==> config.mk <==
export PLATFORM = sky130hd
export DESIGN_NAME = sif_div_fp_iter_flat
export DESIGN_NICKNAME = d
export VERILOG_FILES = /design/src/rtl/sif_fp_pkg.sv /design/src/rtl/sif_div_fp_iter_if.sv /design/src/rtl/sif_fp_classify.sv /design/src/rtl/sif_div_fp_iter.sv /design/src/flat_wrapper.sv
export SDC_FILE = /design/constraint.sdc
export NUM_CORES = 1
export LEC_CHECK = 0
export BUFFER_PORTS_ARGS = -buffer_cell sky130_fd_sc_hd__buf_2
export CORE_ASPECT_RATIO = 0.7
export CORE_MARGIN = 8
export CORE_UTILIZATION = 35
export CTS_CLUSTER_SIZE = 14
export DETAILED_ROUTE_END_ITERATION = 7
export PLACE_DENSITY_LB_ADDON = 0.25
export SETUP_SLACK_MARGIN = 0.05
export SLEW_MARGIN = 20
export SYNTH_ARGS = -nofsm -noshare
export SYNTH_HDL_FRONTEND = slang
export SYNTH_SLANG_ARGS = --single-unit
==> constraint.sdc <==
create_clock -name clk -period 5.4 [get_ports clk]
set_input_delay 0.27 -clock clk [delete_from_list [all_inputs] [get_ports clk]]
set_output_delay 0.27 -clock clk [all_outputs]
set_load 0.005 [all_outputs]
==> src/rtl/sif_fp_pkg.sv <==
// sif_fp_pkg: shared definitions for the iterative floating-point divider.
//   state_e    - divider control states
//   FLG_*      - bit positions inside the 5-bit exception flag vector
//   canon_nan  - canonical quiet NaN pattern for a given EXP_W/MAN_W
package sif_fp_pkg;

    typedef enum logic [1:0] {
        ST_IDLE,
        ST_DIV,
        ST_NORM_RND,
        ST_OUT
    } state_e;

    localparam int FLG_W  = 5;
    localparam int FLG_NV = 4;
    localparam int FLG_DZ = 3;
    localparam int FLG_OF = 2;
    localparam int FLG_UF = 1;
    localparam int FLG_NX = 0;

    // Sign 0, exponent all ones, only the mantissa MSB set. Returned in a
    // 64-bit container; callers keep the low 1+EXP_W+MAN_W bits.
    function automatic logic [63:0] canon_nan(input int unsigned exp_w,
                                              input int unsigned man_w);
        logic [63:0] v;
        v = ((64'd1 << exp_w) - 64'd1) << man_w;
        v = v | (64'd1 << (man_w - 1));
        return v;
    endfunction

endpackage

==> src/rtl/sif_div_fp_iter_if.sv <==
// sif_div_fp_iter_if: operand/result streams of the floating-point divider.
//   A_*     - dividend stream (vld/dat in, rdy out at the divider)
//   B_*     - divisor stream
//   P_*     - quotient stream plus P_flags {NV, DZ, OF, UF, NX}
//   busy    - divider not idle
// master: stream producer/consumer side; slave: the divider.
interface sif_div_fp_iter_if #(
    parameter int EXP_W = 5,
    parameter int MAN_W = 10
);
    localparam int W = 1 + EXP_W + MAN_W;

    logic         A_vld;
    logic [W-1:0] A_dat;
    logic         A_rdy;
    logic         B_vld;
    logic [W-1:0] B_dat;
    logic         B_rdy;
    logic         P_vld;
    logic [W-1:0] P_dat;
    logic         P_rdy;
    logic [4:0]   P_flags;
    logic         busy;

    modport master (
        output A_vld, A_dat, B_vld, B_dat, P_rdy,
        input  A_rdy, B_rdy, P_vld, P_dat, P_flags, busy
    );

    modport slave (
        input  A_vld, A_dat, B_vld, B_dat, P_rdy,
        output A_rdy, B_rdy, P_vld, P_dat, P_flags, busy
    );
endinterface

==> src/rtl/sif_fp_classify.sv <==
// sif_fp_classify: combinational decode of one IEEE-style operand.
//   dat     - packed operand {sign, exponent, fraction}
//   is_zero - zero or subnormal (subnormals are flushed to zero)
//   is_inf  - exponent all ones, fraction zero
//   is_nan  - exponent all ones, fraction nonzero
//   sign    - sign bit
//   expo    - biased exponent field
//   sig     - significand with hidden bit (0 for flushed operands)
module sif_fp_classify #(
    parameter int EXP_W = 5,
    parameter int MAN_W = 10
) (
    input  logic [EXP_W+MAN_W:0] dat,
    output logic                 is_zero,
    output logic                 is_inf,
    output logic                 is_nan,
    output logic                 sign,
    output logic [EXP_W-1:0]     expo,
    output logic [MAN_W:0]       sig
);
    logic [MAN_W-1:0] frac;
    logic             exp_max;
    logic             exp_min;

    always_comb begin
        frac    = dat[MAN_W-1:0];
        expo    = dat[MAN_W +: EXP_W];
        sign    = dat[EXP_W+MAN_W];
        exp_max = &expo;
        exp_min = ~|expo;
        is_zero = exp_min;
        is_inf  = exp_max & ~|frac;
        is_nan  = exp_max & |frac;
        sig     = exp_min ? '0 : {1'b1, frac};
    end
endmodule

==> src/rtl/sif_div_fp_iter.sv <==
// sif_div_fp_iter: iterative floating-point divider (default FP16).
//   clk, rst_n - clock, asynchronous active-low reset
//   io         - slave side of sif_div_fp_iter_if: A (dividend), B (divisor)
//                and P (quotient + flags) valid/ready streams, busy
// Both operands are accepted together; special operands finish in one
// cycle, normal ones run a radix-2 restoring division of MAN_W+3 quotient
// bits followed by one normalise/round-to-nearest-even cycle.
module sif_div_fp_iter
    import sif_fp_pkg::*;
#(
    parameter int EXP_W = 5,
    parameter int MAN_W = 10
) (
    input  logic             clk,
    input  logic             rst_n,
    sif_div_fp_iter_if.slave io
);
    localparam int W  = 1 + EXP_W + MAN_W;
    localparam int EW = EXP_W + 2;
    localparam int QW = MAN_W + 3;
    localparam int RW = MAN_W + 2;
    localparam int CW = $clog2(MAN_W + 4);

    localparam logic [CW-1:0]        CNT_INIT = CW'(MAN_W + 2);
    localparam logic [CW-1:0]        CNT_ONE  = CW'(1);
    localparam logic signed [EW-1:0] BIAS_E   = EW'((1 << (EXP_W - 1)) - 1);
    localparam logic signed [EW-1:0] EMAX_E   = EW'((1 << EXP_W) - 1);
    localparam logic signed [EW-1:0] ONE_E    = EW'(1);
    localparam logic signed [EW-1:0] ZERO_E   = '0;
    localparam logic [63:0]          NAN64    = canon_nan(EXP_W, MAN_W);
    localparam logic [W-1:0]         QNAN     = NAN64[W-1:0];

    state_e                state_q, state_d;
    logic [CW-1:0]         cnt_q, cnt_d;
    logic [QW-1:0]         quo_q, quo_d;
    logic [RW-1:0]         rem_q, rem_d;
    logic [MAN_W:0]        mb_q, mb_d;
    logic signed [EW-1:0]  e_q, e_d;
    logic                  s_q, s_d;
    logic [W-1:0]          p_dat_q, p_dat_d;
    logic [FLG_W-1:0]      p_flags_q, p_flags_d;

    logic                  a_zero, a_inf, a_nan, a_sign;
    logic                  b_zero, b_inf, b_nan, b_sign;
    logic [EXP_W-1:0]      a_exp, b_exp;
    logic [MAN_W:0]        a_sig, b_sig;

    logic                  accept;
    logic                  res_s;
    logic                  rem_ge;
    logic [RW-1:0]         rem_sub;
    logic [MAN_W-1:0]      frac;
    logic                  guard, sticky, round_up;
    logic [MAN_W:0]        frac_inc;
    logic signed [EW-1:0]  e_n, e_r;

    sif_fp_classify #(.EXP_W(EXP_W), .MAN_W(MAN_W)) u_cls_a (
        .dat(io.A_dat), .is_zero(a_zero), .is_inf(a_inf), .is_nan(a_nan),
        .sign(a_sign), .expo(a_exp), .sig(a_sig)
    );

    sif_fp_classify #(.EXP_W(EXP_W), .MAN_W(MAN_W)) u_cls_b (
        .dat(io.B_dat), .is_zero(b_zero), .is_inf(b_inf), .is_nan(b_nan),
        .sign(b_sign), .expo(b_exp), .sig(b_sig)
    );

    assign accept     = (state_q == ST_IDLE) & io.A_vld & io.B_vld;
    assign io.A_rdy   = accept;
    assign io.B_rdy   = accept;
    assign io.P_vld   = (state_q == ST_OUT);
    assign io.busy    = (state_q != ST_IDLE);
    assign io.P_dat   = p_dat_q;
    assign io.P_flags = p_flags_q;

    always_comb begin
        state_d   = state_q;
        cnt_d     = cnt_q;
        quo_d     = quo_q;
        rem_d     = rem_q;
        mb_d      = mb_q;
        e_d       = e_q;
        s_d       = s_q;
        p_dat_d   = p_dat_q;
        p_flags_d = p_flags_q;

        res_s = a_sign ^ b_sign;

        // One restoring step: subtract divisor when it fits, shift remainder.
        rem_ge  = rem_q >= {1'b0, mb_q};
        rem_sub = rem_ge ? (rem_q - {1'b0, mb_q}) : rem_q;

        // Quotient lies in (0.5, 2); the MSB decides the normalising shift.
        // The hidden bit is always 1 here, so only the fraction is rounded.
        if (quo_q[QW-1]) begin
            frac   = quo_q[QW-2:2];
            guard  = quo_q[1];
            sticky = quo_q[0] | (|rem_q);
            e_n    = e_q;
        end else begin
            frac   = quo_q[QW-3:1];
            guard  = quo_q[0];
            sticky = |rem_q;
            e_n    = e_q - ONE_E;
        end
        round_up = guard & (sticky | frac[0]);
        frac_inc = {1'b0, frac} + {{MAN_W{1'b0}}, round_up};
        // Fraction carry-out means the significand rounded up to 2.0:
        // fraction bits are already zero, only the exponent moves.
        e_r      = frac_inc[MAN_W] ? (e_n + ONE_E) : e_n;

        unique case (state_q)
            ST_IDLE: begin
                if (accept) begin
                    state_d   = ST_OUT;
                    p_flags_d = '0;
                    if (a_nan | b_nan | (a_zero & b_zero) | (a_inf & b_inf)) begin
                        p_dat_d           = QNAN;
                        p_flags_d[FLG_NV] = ~(a_nan | b_nan);
                    end else if (b_zero & ~a_inf) begin
                        p_dat_d           = {res_s, {EXP_W{1'b1}}, {MAN_W{1'b0}}};
                        p_flags_d[FLG_DZ] = 1'b1;
                    end else if (a_inf) begin
                        p_dat_d = {res_s, {EXP_W{1'b1}}, {MAN_W{1'b0}}};
                    end else if (a_zero | b_inf) begin
                        p_dat_d = {res_s, {(W-1){1'b0}}};
                    end else begin
                        state_d = ST_DIV;
                        rem_d   = {1'b0, a_sig};
                        mb_d    = b_sig;
                        quo_d   = '0;
                        cnt_d   = CNT_INIT;
                        s_d     = res_s;
                        e_d     = $signed(EW'(a_exp)) - $signed(EW'(b_exp)) + BIAS_E;
                    end
                end
            end
            ST_DIV: begin
                quo_d = {quo_q[QW-2:0], rem_ge};
                rem_d = rem_sub << 1;
                if (cnt_q == '0) begin
                    state_d = ST_NORM_RND;
                end else begin
                    cnt_d = cnt_q - CNT_ONE;
                end
            end
            ST_NORM_RND: begin
                state_d   = ST_OUT;
                p_flags_d = '0;
                if (e_r >= EMAX_E) begin
                    p_dat_d           = {s_q, {EXP_W{1'b1}}, {MAN_W{1'b0}}};
                    p_flags_d[FLG_OF] = 1'b1;
                    p_flags_d[FLG_NX] = 1'b1;
                end else if (e_r <= ZERO_E) begin
                    p_dat_d           = {s_q, {(W-1){1'b0}}};
                    p_flags_d[FLG_UF] = 1'b1;
                    p_flags_d[FLG_NX] = 1'b1;
                end else begin
                    p_dat_d           = {s_q, e_r[EXP_W-1:0], frac_inc[MAN_W-1:0]};
                    p_flags_d[FLG_NX] = guard | sticky;
                end
            end
            ST_OUT: begin
                if (io.P_rdy) begin
                    state_d = ST_IDLE;
                end
            end
            default: state_d = ST_IDLE;
        endcase
    end

    always_ff @(posedge clk or negedge rst_n) begin
        if (!rst_n) begin
            state_q   <= ST_IDLE;
            cnt_q     <= '0;
            quo_q     <= '0;
            rem_q     <= '0;
            mb_q      <= '0;
            e_q       <= '0;
            s_q       <= 1'b0;
            p_dat_q   <= '0;
            p_flags_q <= '0;
        end else begin
            state_q   <= state_d;
            cnt_q     <= cnt_d;
            quo_q     <= quo_d;
            rem_q     <= rem_d;
            mb_q      <= mb_d;
            e_q       <= e_d;
            s_q       <= s_d;
            p_dat_q   <= p_dat_d;
            p_flags_q <= p_flags_d;
        end
    end
endmodule

==> src/flat_wrapper.sv <==
// flat-port wrapper written by rule: the top's interface ports become plain ports
module sif_div_fp_iter_flat import sif_fp_pkg::*;
#(
    parameter int EXP_W = 5,
    parameter int MAN_W = 10
)
  (clk, rst_n, io_A_vld, io_A_dat, io_B_vld, io_B_dat, io_P_rdy, io_A_rdy, io_B_rdy, io_P_vld, io_P_dat, io_P_flags, io_busy);
  sif_div_fp_iter_if #(.EXP_W(EXP_W), .MAN_W(MAN_W)) io_i ();
  input  logic clk;
  input  logic rst_n;
  input wire logic [$bits(io_i.A_vld)-1:0] io_A_vld;
  input wire logic [$bits(io_i.A_dat)-1:0] io_A_dat;
  input wire logic [$bits(io_i.B_vld)-1:0] io_B_vld;
  input wire logic [$bits(io_i.B_dat)-1:0] io_B_dat;
  input wire logic [$bits(io_i.P_rdy)-1:0] io_P_rdy;
  output wire logic [$bits(io_i.A_rdy)-1:0] io_A_rdy;
  output wire logic [$bits(io_i.B_rdy)-1:0] io_B_rdy;
  output wire logic [$bits(io_i.P_vld)-1:0] io_P_vld;
  output wire logic [$bits(io_i.P_dat)-1:0] io_P_dat;
  output wire logic [$bits(io_i.P_flags)-1:0] io_P_flags;
  output wire logic [$bits(io_i.busy)-1:0] io_busy;
  assign io_i.A_vld = io_A_vld;
  assign io_i.A_dat = io_A_dat;
  assign io_i.B_vld = io_B_vld;
  assign io_i.B_dat = io_B_dat;
  assign io_i.P_rdy = io_P_rdy;
  assign io_A_rdy = io_i.A_rdy;
  assign io_B_rdy = io_i.B_rdy;
  assign io_P_vld = io_i.P_vld;
  assign io_P_dat = io_i.P_dat;
  assign io_P_flags = io_i.P_flags;
  assign io_busy = io_i.busy;
  sif_div_fp_iter #(.EXP_W(EXP_W), .MAN_W(MAN_W)) u_core (.clk(clk), .rst_n(rst_n), .io(io_i));
endmodule
==> flow_summary.ini, run 1 <==
[setup_path]
path_cells = nand2b_1 > a21boi_0 > ha_1 > nand4_1 > nor4_4 > nand3b_1 > nor3_2 > o21ai_2 > a2111oi_4 > a22o_1
path_buf_inv = 0
end_kind = flip-flop
path_depth = 10
critPathLaunch = u_core.quo_q[12]
crit_family = simple AND/OR/NAND/NOR gates
r2r-end = u_core.io.P_dat[1]
cpPeakStageDelay_ns = 0.64
cp_slowest_cell = a2111oi_4
reg2reg_from = u_core.quo_q[12]
cp.required_ns = 5.67
critPathLaunchType = flip-flop
crit_type = flip-flop to flip-flop
path_max_fanout = 9
reg2reg_slack_ns = 1.88
reg2regPathDepth = 10
arrival_ns = 3.79
cp-endpoint = u_core.io.P_dat[1]

[timing]
tns_ns = 0
rsz0062_at_grt = false
timing.fmax_mhz = 284
final.period_utilization = 0.652
period_minus_slack_ns = 3.52
worst_pin_slew_ns = 1.06
clock_skew_ns = 0.0105
drv_slew = 0
final.setup.worst_slack_ns = 1.88
hold_viol = 0
relSlewSlack = 0.296
setup-violations-final = 0

[cts]
cts_max_path_buffers = 2
cts_setup_buffers = 0
cts_root_buf = clkbuf_16
post_cts_resized = 0
cts_tree = done
cts_buffers = 9
clock_latency_ns = 0.34
postCtsHoldBufs = 0
cts_sinks = 71
htreeDepth = 3
clkSlewWorstSetupHoldPaths_ns = 0.05

[synth]
avgSynthCellArea_um2 = 8.65
synth-async-reset-ratio = 1.00
synth_cells = 583
ys_warn_count = 0
synth_fp_nets = 647
syn_area_mm2 = 0.00504
synth_ff_type = dfrtp_1
synth.distinct_cells = 70
synth_edf_count = 0
yosys_register_bits = 71
ys_seq_area_frac = 0.352

[global_route]
grtUsageTotal = 0.158
grt_pass1_wl_mm = 23.7
grt_pass1_vias = 4559
grtUsageMet2 = 0.235
antenna_found_initial = 0
grt_max_degree = 72
grt_util_met3 = 0.0394
grt-busiest-layer = met2
overflow = 0
use_met1 = 0.226

[place]
gp_congestion = 0.868
dp.cells = 811
numPortBuffers = 61
place_ws_ns = 1.91
place.detailed.hpwl_mm = 10.7
dpl_cell_area_mm2 = 0.00549

[power]
combPwrFrac = 0.552
seqPwrFrac = 0.270
p_leak_uw = 0.00259
irDropWorstVdd_v = 0.000290
p_sw_uw = 1710
p_int_uw = 2070
p_sw_frac = 0.453
power_density_mw_per_mm2 = 649
clockPowerShare = 0.178

[route]
wl_mm = 14.2
drc = 0
via_per_inst = 5.51
first_pass_iters = 5
drtIter0Drc = 376
wl_per_cell_um = 17.1
drtAntennaViolNets = 0
num_vias = 4548

[floorplan]
die_h_um = 116
die_area_mm2 = 0.0186
ioPinCount = 62
core_mm2 = 0.0140
initial_core_util = 0.360
num_rows = 36
chipWidth_um = 159

[cells_and_area]
drive_above_1_share = 0.162
n_antenna_cell = 0
final_area_mm2 = 0.00583
fin_cells = 826
fin_nets = 696
areaGrowthSynthToFinish_pct = 15.6

[min_path]
holdCritPathClass = input pin to flip-flop

[run]
cap_violations = 0

[run_status]
outcome = complete, no violations
-- synthesized netlist by cell type, types with 15 or more instances --
cell type | n | area share
xnor2_1 | 22 | 0.038
nand2_1 | 74 | 0.055
clkbuf_1 | 17 | 0.013
inv_1 | 36 | 0.027
mux2i_1 | 15 | 0.030
xor2_1 | 15 | 0.026
nor2_1 | 36 | 0.027
a21oi_1 | 32 | 0.032
ha_1 | 25 | 0.062
dfrtp_1 | 71 | 0.35
nand3_1 | 20 | 0.020
a22o_1 | 20 | 0.035
o21ai_0 | 48 | 0.048
-- power by group through the flow --
stage	Clock (uW)	Sequential (uW)	Combinational, uW
6_report	674	1020	2090
4_1_cts	685	1020	2070
5_1_grt	709	1070	2350
3_3_place_gp	0	1020	2050
2_1_floorplan	0	908	1640
3_5_place_dp	0	1030	2060
-- worst register-to-register path: cells and delay by family, from the launching register on --
| family | cells | cell delay (ns) |
|---|---|---|
| and+or+nand+nor | 5 | 1.51 |
| DFF | 1 | 0.44 |
| adders and majority gates | 1 | 0.25 |
| AOI/OAI and AO/OA | 4 | 1.24 |
-- per-stage QoR --
stage,total power [uW],hold slack [ns],utilization
detailed placement,3090,0.474,0.392
floorplan,2550,-0.0256,-
CTS,3780,0.145,0.416
finish,3790,0.150,0.416
global route,4120,0.161,0.416
global placement,3060,0.448,0.392
-- final cells by class --
type,count,area (um^2)
clock buffers,12,267
clock inverters,3,65.1
fillers,1409,8180
inverters,36,135
multi-input cells,448,3010
flip-flops and latches,71,1780
well taps,190,238
repair buffers,66,343
-- metal layers --
layer  routed length, um  part of all wire
met5                   0                 0
met2                5840              0.41
met4                 176             0.012
met3                 818             0.058
met1                7320              0.52
-- registers in the layout, indices dropped and copies added (netlist names) --
name and count:
u_core.io.P_dat 16, u_core.mb_q 11, u_core.s_q 1, u_core.rem_q 12, u_core.io.P_flags 5, u_core.e_q 7
u_core.cnt_q 4, u_core.state_q 2, u_core.quo_q 13
-- worst min path at each step --
stage	start	to	slack, ns	cells after the start
2_1_floorplan	rst_n	u_core.cnt_q[0]	-0.03	0
3_3_place_gp	u_core.mb_q[10]	u_core.mb_q[10]	0.45	2
3_5_place_dp	u_core.s_q	u_core.s_q	0.47	2
4_1_cts	io_B_dat[0]	u_core.mb_q[0]	0.14	3
5_1_grt	io_B_dat[7]	u_core.mb_q[7]	0.16	3
6_report	io_B_dat[0]	u_core.mb_q[0]	0.15	3
-- placed cells by master, fill, tap and decap left out, drive strengths merged, types with 7 or more instances in the layout --
| cell type | n |
|---|---|
| nand3 | 20 |
| nor2b | 7 |
| o21a | 8 |
| inv | 36 |
| a22o | 20 |
| nand2 | 74 |
| xor2 | 15 |
| xnor2 | 22 |
| buf | 66 |
| nor4 | 13 |
| o21ai | 50 |
| a21o | 8 |
| clkbuf | 12 |
| ha | 25 |
| nor3 | 8 |
| mux2i | 15 |
| nor2 | 36 |
| dfrtp | 71 |
| a21oi | 32 |
-- cell families (layout without fill, tap and decap cells) --
logic type | count (synthesis) | in the layout | synth area share
xor+xnor | 37 | 37 | 0.0643
mux | 17 | 17 | 0.0343
fa+ha+maj | 27 | 27 | 0.0700
flops | 71 | 71 | 0.352
simple gates | 196 | 196 | 0.195
compound gates | 171 | 171 | 0.232
buf+inv | 64 | 117 | 0.0521
(Power assumes the default switching activity.)
==> run 2: changes to the inputs <==
Clock period 5.4 ns to 3.3 ns, I/O delays scaled along.
==> flow_summary.ini, run 2 (same netlist as run 1, synthesis figures left out) <==
[min_path]
holdCritPathClass = input pin to flip-flop
hold_start = io_B_dat[0]

[cts]
clock_latency_ns = 0.34
cts_sinks = 71
clkSlewWorstSetupHoldPaths_ns = 0.06
cts_max_path_buffers = 2
cts_tree = done
cts_root_buf = clkbuf_16
htreeDepth = 3
cts_buffers = 9

[global_route]
grtUsageTotal = 0.162
antenna_found_initial = 0
grt_max_degree = 34
overflow = 0
grt_pass1_wl_mm = 23.9
grt_pass1_vias = 4536

[power]
power_density_mw_per_mm2 = 1050
total_power_uw = 6280
p_sw_frac = 0.457
combPwrFrac = 0.587
seqPwrFrac = 0.260
p_int_uw = 3410
p_sw_uw = 2870
irDropWorstVdd_v = 0.000423
clockPowerShare = 0.153
p_leak_uw = 0.00268

[setup_path]
cp.required_ns = 3.57
critPathLaunchType = flip-flop
crit_type = flip-flop to flip-flop
arrival_ns = 3.38
critPathLaunch = u_core.quo_q[12]
path_max_fanout = 10
end_kind = flip-flop
reg2reg_from = u_core.quo_q[12]

[route]
wl_mm = 14.5
drtIter0Drc = 528
met1_length_mm = 7.29
wl_met3_um = 932
top_layer = met4
via_per_inst = 5.46
wl_per_cell_um = 17.1
num_vias = 4626
met2WireLength_mm = 6.26
drtAntennaViolNets = 0
first_pass_iters = 5
drc = 0

[place]
dpl_cell_area_mm2 = 0.00563
dp.cells = 829
numPortBuffers = 61
place.detailed.hpwl_mm = 11.3
gp_congestion = 0.904

[cells_and_area]
fill_cells = 1399
largest_register_ffs = 16
n_antenna_cell = 0
seq_area_mm2 = 0.00178
final_common_cell = nand2_1
drive_above_1_share = 0.188
final_area_mm2 = 0.00598
fin_nets = 719
multiInputGateArea_mm2 = 0.00303
mostFrequentLayoutCells = 74 x nand2_1, 71 x dfrtp_1, 61 x buf_2
areaGrowthSynthToFinish_pct = 18.7
fin_cells = 848

[floorplan]
num_rows = 36
initial_core_util = 0.360
die_h_um = 116
chipWidth_um = 159
ioPinCount = 62
die_area_mm2 = 0.0186
core_mm2 = 0.0140

[timing]
final.period_utilization = 0.940
worst_pin_slew_ns = 0.979
rsz0062_at_grt = false
clock_skew_ns = 0.00555
tns_ns = 0
setup-violations-final = 0
timing.fmax_mhz = 322
drv_slew = 0
period_minus_slack_ns = 3.10
hold_viol = 0
relSlewSlack = 0.347

[run_status]
outcome = complete, no violations

[run]
cap_violations = 0
-- run 2: changes by cell type in the layout (fill, tap and decap cells not counted), sizes merged --
cell | previous run | this run
bufinv | 2 | 1
clkinv | 1 | 0
dlygate4sd3 | 0 | 1
clkbuf | 12 | 13
buf | 66 | 88
-- run 2: timing repair --
action                                 CTS  global route
resized for setup                        0             6
setup endpoints to repair                0            15
endpoints found under the hold margin   31             0
buffers inserted                         0             4
hold buffers                             1             0
-- run 2: stage by stage --
step	worst slack (ns)	utilization	hold WS [ns]
2_1_floorplan	0.0542	-	-0.131
4_1_cts	0.107	0.423	0.0387
3_3_place_gp	0.210	0.402	0.299
6_report	0.199	0.427	0.0433
3_5_place_dp	0.129	0.402	0.298
5_1_grt	0.0401	0.427	0.0632
-- run 2: path summary, 6_finish.rpt --
check                      depth (start not counted)  slack [ns]                 end
min                                                3        0.04      u_core.mb_q[0]
max in group asynchronous                          3        2.04     u_core.rem_q[7]
max                                               12        0.20  u_core.io.P_dat[9]
max reg2reg                                       12        0.20  u_core.io.P_dat[9]
min reg2reg                                        2        0.46     u_core.mb_q[10]
min in group asynchronous                          2        0.46     u_core.cnt_q[3]
-- run 2: power groups by stage --
| stage | Sequential [uW] | Combinational [uW] | Clock (uW) |
|---|---|---|---|
| final | 1630 | 3690 | 959 |
| after global routing | 1690 | 4110 | 1030 |
| after CTS | 1630 | 3620 | 987 |
| after detailed placement | 1640 | 3590 | 0 |
| after global placement | 1630 | 3540 | 0 |
| after floorplan | 1490 | 2690 | 0 |
-- run 2: worst max-delay path: stages, from the launching register on --
cell and delay [ns]:
dfrtp_1 0.36, buf_4 0.18, nand2_1 0.06, a21boi_1 0.17, ha_2 0.24, nand4_1 0.19
nor4_4 0.37, buf_4 0.20, nand2_1 0.10, a2bb2oi_1 0.23, or4_1 0.56, a2111o_1 0.29
nand3_1 0.08
-- run 2: area by class of cell --
class,count,share of cell area
multi-input cells,448,0.507
flip-flops and latches,71,0.297
repair buffers,89,0.0872
clock buffers,13,0.0418
well taps,190,0.0397
inverters,36,0.0226
clock inverters,1,0.00502
-- run 2: metal layers --
metal  up-vias  global-route usage
met5         -                   0
met4         0              0.0319
met3         8              0.0454
met2       122               0.244
met1      2248               0.227
li1       2248                   -
==> run 3: changes to the inputs <==
Settings changed: CTS_CLUSTER_SIZE 14 to 28.
Clock period 3.3 ns to 4 ns, I/O delays scaled along.
==> flow_summary.ini, run 3 (same netlist as run 1, synthesis figures left out) <==
[timing]
final.setup.worst_slack_ns = 0.411
relSlewSlack = 0.371
timing.fmax_mhz = 279
worst_pin_slew_ns = 0.940
drv_slew = 0
clock_skew_ns = 0.00603
rsz0062_at_grt = false
setup-violations-final = 0
hold_slack_ns = 0.0816
final.period_utilization = 0.897
hold_viol = 0
period_minus_slack_ns = 3.59
tns_ns = 0

[cells_and_area]
fin_cells = 833
n_antenna_cell = 0
fin_nets = 702
drive_above_1_share = 0.165
final_common_cell = nand2_1
fill_cells = 1403
largest_register_ffs = 16
areaGrowthSynthToFinish_pct = 15.4
mostFrequentLayoutCells = 74 x nand2_1, 71 x dfrtp_1, 61 x buf_2

[power]
irDropWorstVdd_v = 0.000316
power_density_mw_per_mm2 = 860
p_leak_uw = 0.00259

[setup_path]
critPathLaunch = u_core.quo_q[12]
reg2reg_from = u_core.quo_q[12]
path_buf_inv = 1
crit_family = simple AND/OR/NAND/NOR gates
cpPeakStageDelay_ns = 0.64
cp_slowest_cell = a2111oi_4
path_max_fanout = 17
arrival_ns = 3.86
end_kind = flip-flop
critPathLaunchType = flip-flop
crit_type = flip-flop to flip-flop
cp.required_ns = 4.27
path_cells = buf_4 > nand2_1 > a21boi_0 > ha_1 > nand4_1 > nor4_4 > nand3b_1 > nor3_2 > o21ai_2 > a2111oi_4 > a22o_1

[global_route]
grtUsageTotal = 0.159
grt_pass1_wl_mm = 23.7
antenna_found_initial = 0
grt_max_degree = 43
overflow = 0
grt_pass1_vias = 4626

[place]
place_ws_ns = 0.424
dp.cells = 816
place.detailed.hpwl_mm = 11.1
numPortBuffers = 61
gp_congestion = 0.854

[route]
wl_mm = 14.4
drtIter0Drc = 297
num_vias = 4571
drtAntennaViolNets = 0
wl_per_cell_um = 17.3
via_per_inst = 5.49
first_pass_iters = 4
drc = 0

[floorplan]
die_h_um = 116
die_area_mm2 = 0.0186
ioPinCount = 62
core_mm2 = 0.0140
initial_core_util = 0.360
chipWidth_um = 159
num_rows = 36

[cts]
cts_tree = done
cts_root_buf = clkbuf_16
cts_max_path_buffers = 2
cts_buffers = 9
clkSlewWorstSetupHoldPaths_ns = 0.06
cts_setup_buffers = 0
clock_latency_ns = 0.34
cts_sinks = 71
htreeDepth = 3

[min_path]
hold_start = io_B_dat[0]
holdCritPathClass = input pin to flip-flop

[run_status]
outcome = complete, no violations

[run]
cap_violations = 0
## run 3: per-layer routing
metal  track usage  share of wire
met2         0.249           0.44
met1         0.221           0.50
met3        0.0342          0.047
met4        0.0426          0.011
met5             0              0
## run 3: area by class of cell
type / count / area [um^2] / share of cell area
clock buffers: 13 / 260 / 0.0447
clock inverters: 3 / 17.5 / 0.00301
inverters: 36 / 135 / 0.0232
multi-input cells: 448 / 3000 / 0.516
flip-flops and latches: 71 / 1780 / 0.305
well taps: 190 / 238 / 0.0409
repair buffers: 72 / 390 / 0.0671
## run 3: through the flow
stage / total power [uW] / instance area (um^2) / utilization
2_1_floorplan: 3440 / 5040 / -
3_3_place_gp: 4160 / 5530 / 0.395
3_5_place_dp: 4220 / 5530 / 0.395
4_1_cts: 5020 / 5820 / 0.415
5_1_grt: 5450 / 5820 / 0.415
6_report: 5000 / 5820 / 0.415
## run 3: power by group
| group | switching, uW | internal (uW) | total [uW] |
|---|---|---|---|
| combinational | 1650 | 1200 | 2850 |
| clock | 313 | 452 | 766 |
| sequential | 353 | 1030 | 1380 |
## run 3: final timing paths
path,cells past startpoint,end,slack (ns)
worst max-delay path,11,u_core.io.P_dat[1],0.41
worst min-delay path,3,u_core.mb_q[0],0.08
worst max register to register,11,u_core.io.P_dat[1],0.41
worst min register to register,2,u_core.io.P_flags[1],0.49
max in group asynchronous,3,u_core.quo_q[11],2.47
min in group asynchronous,2,u_core.state_q[1],0.48
## run 3: repair_timing
action                    CTS  global route
hold buffers                1             0
hold endpoints to repair   29             0
resized for setup           0             0
## run 3: worst min-delay path: stages
cell,delay (ns)
buf_2,0.09
nand2_1,0.05
nand2_1,0.05
